===== src/rtl/host_tx.sv =====
// host_tx: 8N1 serial transmitter for keyboard bytes plus the VT52 identify
// response (ESC '/' 'K'). Keyboard bytes arrive over a valid/ready handshake;
// identify requests queue a three-byte sequence that is never interleaved
// with keyboard traffic and only takes priority at byte boundaries.
module host_tx #(
  parameter int unsigned BAUD_DIV = 2500
) (
  input  logic       clk,
  input  logic       clr_n,
  input  logic [7:0] data,
  input  logic       valid,
  output logic       ready,
  input  logic       ident_req,
  output logic       tx,
  output logic       busy
);

  typedef enum logic [1:0] {
    StIdle,
    StStart,
    StData,
    StStop
  } state_e;

  // Value loaded into the baud counter on entry to every non-idle state.
  localparam logic [15:0] BaudLoad = 16'(BAUD_DIV - 1);

  state_e      state_q, state_d;
  logic [15:0] cnt_q, cnt_d;
  logic [2:0]  bit_q, bit_d;
  logic [7:0]  shift_q, shift_d;
  logic        ident_pend_q, ident_pend_d;
  logic [1:0]  seq_idx_q, seq_idx_d;
  logic        tx_q, tx_d;
  logic        busy_q, busy_d;

  logic        seq_active;
  logic        cnt_done;
  logic [7:0]  seq_byte;

  // An identify sequence is owed or partly sent; blocks keyboard acceptance.
  assign seq_active = ident_pend_q || (seq_idx_q != 2'd0);
  assign cnt_done   = (cnt_q == 16'd0);
  assign ready      = (state_q == StIdle) && !seq_active;
  assign tx         = tx_q;
  assign busy       = busy_q;

  // Identify response byte for the current sequence position.
  always_comb begin
    case (seq_idx_q)
      2'd0:    seq_byte = 8'h1B;
      2'd1:    seq_byte = 8'h2F;
      2'd2:    seq_byte = 8'h4B;
      default: seq_byte = 8'h1B;
    endcase
  end

  // Frame sequencing, byte selection and identify bookkeeping.
  always_comb begin
    state_d      = state_q;
    cnt_d        = cnt_q;
    bit_d        = bit_q;
    shift_d      = shift_q;
    ident_pend_d = ident_pend_q;
    seq_idx_d    = seq_idx_q;

    unique case (state_q)
      StIdle: begin
        if (seq_active) begin
          // Identify bytes win at a byte boundary over a waiting keyboard byte.
          shift_d = seq_byte;
          state_d = StStart;
          cnt_d   = BaudLoad;
          bit_d   = 3'd0;
          if (seq_idx_q == 2'd0) begin
            ident_pend_d = 1'b0;
            seq_idx_d    = 2'd1;
          end else if (seq_idx_q == 2'd1) begin
            seq_idx_d = 2'd2;
          end else begin
            seq_idx_d = 2'd0;
          end
        end else if (valid) begin
          shift_d = data;
          state_d = StStart;
          cnt_d   = BaudLoad;
          bit_d   = 3'd0;
        end
      end

      StStart: begin
        if (cnt_done) begin
          state_d = StData;
          cnt_d   = BaudLoad;
          bit_d   = 3'd0;
        end else begin
          cnt_d = cnt_q - 16'd1;
        end
      end

      StData: begin
        if (cnt_done) begin
          cnt_d   = BaudLoad;
          shift_d = {1'b0, shift_q[7:1]};
          if (bit_q == 3'd7) begin
            state_d = StStop;
          end else begin
            bit_d = bit_q + 3'd1;
          end
        end else begin
          cnt_d = cnt_q - 16'd1;
        end
      end

      StStop: begin
        if (cnt_done) begin
          state_d = StIdle;
        end else begin
          cnt_d = cnt_q - 16'd1;
        end
      end

      default: begin
        state_d = StIdle;
        cnt_d   = 16'd0;
      end
    endcase

    // A request in any state is remembered; repeats before byte 0 merge.
    if (ident_req) begin
      ident_pend_d = 1'b1;
    end
  end

  // Line level and busy are computed from next state so they are registered
  // yet change on the same edge as the state they describe.
  always_comb begin
    tx_d = 1'b1;
    unique case (state_d)
      StStart: tx_d = 1'b0;
      StData:  tx_d = shift_d[0];
      default: tx_d = 1'b1;
    endcase
    busy_d = (state_d != StIdle) || ident_pend_d || (seq_idx_d != 2'd0);
  end

  // State register; reset drops any frame and any owed identify bytes.
  always_ff @(posedge clk or negedge clr_n) begin
    if (!clr_n) begin
      state_q      <= StIdle;
      cnt_q        <= 16'd0;
      bit_q        <= 3'd0;
      shift_q      <= 8'd0;
      ident_pend_q <= 1'b0;
      seq_idx_q    <= 2'd0;
      tx_q         <= 1'b1;
      busy_q       <= 1'b0;
    end else begin
      state_q      <= state_d;
      cnt_q        <= cnt_d;
      bit_q        <= bit_d;
      shift_q      <= shift_d;
      ident_pend_q <= ident_pend_d;
      seq_idx_q    <= seq_idx_d;
      tx_q         <= tx_d;
      busy_q       <= busy_d;
    end
  end

endmodule


===== config.mk =====
export PLATFORM = sky130hd
export DESIGN_NAME = host_tx
export DESIGN_NICKNAME = d
export VERILOG_FILES = /design/src/rtl/host_tx.sv
export SDC_FILE = /design/constraint.sdc
export NUM_CORES = 1
export LEC_CHECK = 0
export ABC_AREA = 0
export CAP_MARGIN = 20
export CORE_MARGIN = 2
export CORE_UTILIZATION = 62
export CTS_CLUSTER_SIZE = 25
export DETAILED_ROUTE_END_ITERATION = 8
export PLACE_DENSITY = 0.83
export RECOVER_POWER = 50
export SETUP_SLACK_MARGIN = 0.02
export SYNTH_ARGS = -nofsm -noshare
export SYNTH_HDL_FRONTEND = slang
export SYNTH_SLANG_ARGS = --single-unit

===== constraint.sdc =====
create_clock -name clk -period 5.4 [get_ports clk]
set_input_delay 0.81 -clock clk [delete_from_list [all_inputs] [get_ports clk]]
set_output_delay 0.81 -clock clk [all_outputs]
set_load 0.02 [all_outputs]

==> metrics.md <==
| Metric | Value |
|---|---|
| Pwr Density | `466 nW/um^2` |
| Post-synth top flop | `dfrtp_1` |
| Leakage | `0.994 nW` |
| First-pass GRT wire length | `7600 um` |
| HP Class | `reg2reg` |
| Worst setup SP type | `register` |
| Post-synth net total | `247` |
| Hold Buf Count CTS | `0` |
| Minimum clock period | `2.81 ns` |
| Setup_tns | `0 ns` |
| Die Ht | `62.5 um` |
| TritonCTS clock tree | `yes` |
| Ys Warns | `0` |
| Worst Path Arrival | `2.00 ns` |
| Worst setup EP type | `output port` |
| Most common cell in the netlist | `dfrtp_1` |
| Post-CTS Setup Bufs | `0` |
| Yosys top cell by area | `dfrtp_1` |
| Hold depth | `1` |
| Final Hold Viols | `0` |
| RSZ-0062 raised after global routing | `no` |
| Number of distinct library cells after synthesis | `51` |
| Gr usage total | `24.4%` |
| Ys async rst share | `100%` |
| Post-CTS sizing | `0` |
| I/O Buffers | `14` |
| Syn_area_per_cell | `9.53 um^2` |
| Routed vias | `1672` |
| CTS Buf Count | `5` |
| Pins Over Slew Limit | `35` |
| WL final | `4110 um` |
| Setup CP Type | `reg2out` |
| Die area | `3910 um^2` |
| Layout area overhead | `9.48%` |
| Placer Congestion | `0.810` |
| # fillers | `272` |
| DP Area | `2270 um^2` |
| Layout cell share with drive strength beyond 1 | `12.8%` |
| Fmax | `0.356 GHz` |
| HPWL after DPL | `2910 um` |
| Largest cells by area after synthesis | `dfrtp_1 39%, ha_1 7.1%, mux2_2 4.2%` |
| Worst-path clk slew | `0.11 ns` |
| Most frequent cells after synthesis | `33 x dfrtp_1, 18 x nand2_1, 16 x a21oi_1` |
| Setup Viol. Count Final | `0` |
| Worst-Margin Slew | `1.76 ns` |
| Critical Path RT | `4.59 ns` |
| Largest net degree at the start of global routing | `35` |
| Antenna Diode Count | `0` |
| Multi-input gate area | `1160 um^2` |
| Mapped Cells | `223` |
| Ports | `15` |
| Failing checks | `max-capacitance violations, max-slew violations` |
| Outcome | `complete, but fails checks` |
| Clk sinks | `34` |
| Post-synth EDFFs | `0` |
| Clk root buf | `clkbuf_4` |
| Vias/cell | `5.95` |
| Overflow after GRT | `0` |
| Register area share after synthesis | `40.1%` |
| R2R cell count | `5` |
| Final Cycle Share | `52.0%` |
| Clock buffer depth | `2` |
| VDD IR-drop max | `281 uV` |
| Slew headroom | `-17.6%` |
| Yosys reg bits | `34` |
| Setup Skew | `0.00953 ns` |
| Antenna-violating nets left | `0` |
| Final net count | `258` |
| Worst-Skew Late Latency | `0.34 ns` |
| Final Cell Area | `2330 um^2` |
| CORE AREA | `3310 um^2` |
| Total iterations of the first detailed-routing run | `4` |
| Num rows | `21` |
| Synthesized cell area | `2120 um^2` |
| H-tree depth | `2` |
| Register area | `852 um^2` |
| Die X | `62.5 um` |
| DRC | `0` |
| Routed length per instance | `14.6 um` |
| Vias in the first global route | `1661` |
| Final Util | `70.3%` |
| Synth top area share | `38.9%` |
| Crit Path Max Fanout | `5` |
| Initial core utilization | `64.2%` |
| Initial drt markers | `98` |
| Antenna violations before repair | `0` |
| Max-cap viol count | `1` |
kinds of logic after synthesis:
kind of cell | count (synthesis) | share of synthesized area, %
AND/OR/NAND/NOR | 74 | 19.1
AO/OA/AOI/OAI | 58 | 18.8
flip-flops | 34 | 40.1
buffers and inverters | 25 | 5.48
multiplexers | 12 | 6.13
adder cells (fa/ha/maj) | 12 | 7.07
XOR/XNOR | 8 | 3.30
per-layer routing:
metal | routed length, um | vias up | track usage, %
li1 | - | 825 | -
met1 | 1920 | 785 | 32.7
met2 | 1870 | 54 | 38.6
met3 | 255 | 8 | 6.49
met4 | 72 | 0 | 8.06
met5 | 0 | - | 0
path summary, 6_finish.rpt:
kind	from	to	slack, ns
hold / removal	bit_q[1]$_DFFE_PN0P_	bit_q[1]$_DFFE_PN0P_	0.52
setup reg to reg	cnt_q[7]$_DFFE_PN0P_	shift_q[4]$_DFFE_PN0P_	2.71
hold reg to reg	bit_q[1]$_DFFE_PN0P_	bit_q[1]$_DFFE_PN0P_	0.52
max in group asynchronous	clr_n	shift_q[4]$_DFFE_PN0P_	2.92
setup / recovery	state_q[1]$_DFF_PN0_	ready	2.59
min in group asynchronous	clr_n	cnt_q[11]$_DFFE_PN0P_	1.47
placed cells by master, fill, tap and decap left out, drive strengths merged, types with 3 or more instances in the layout:
cell | Yosys | final
mux2 | 8 | 8
or3 | 6 | 6
a211oi | 4 | 4
ha | 12 | 12
a21boi | 3 | 3
nand3 | 7 | 7
nand2 | 18 | 18
o21ai | 8 | 8
mux2i | 4 | 4
nor4 | 3 | 3
a2111oi | 3 | 3
clkbuf | 9 | 8
clkdlybuf4s50 | 0 | 13
nor3 | 7 | 7
inv | 13 | 13
nor2 | 17 | 17
a21oi | 17 | 17
a22o | 8 | 8
xnor2 | 7 | 7
dfrtp | 33 | 33
flip-flops by register name (all words and copies together), names as in the netlist:
signal        flops
shift_q           8
state_q           2
bit_q             3
seq_idx_q         2
ident_pend_q      1
cnt_q            16
tx                1
busy              1
power breakdown:
part           switching (mW)  internal, mW  total [mW]
logic                   0.296         0.238       0.533
clock network          0.0861        0.0631       0.149
registers              0.0700         0.331       0.401
total                   0.452         0.632        1.08
final cells by class:
type	instances	area share [%]
clock buffers	7	2.37
clock inverters	1	0.215
inverters	13	2.10
multi-input cells	164	49.7
flip-flops and latches	34	36.6
well taps	46	2.47
repair buffers	16	6.51
critical path, stage by stage, from the launching register on:
cell	delay, ns
dfrtp_1	0.45
inv_1	0.12
ha_1	0.19
nand2_1	0.12
nor2_1	0.15
clkdlybuf4s50_1	0.63
metrics by stage:
stage	cells	power (mW)	worst slack [ns]	hold WS, ns
2_1_floorplan	223	0.809	3.23	0.470
3_3_place_gp	273	0.923	2.70	0.490
3_5_place_dp	273	0.936	2.63	0.493
4_1_cts	281	1.09	2.59	0.520
5_1_grt	281	1.19	2.49	0.539
6_report	281	1.08	2.59	0.515
(Power assumes the default switching activity.)
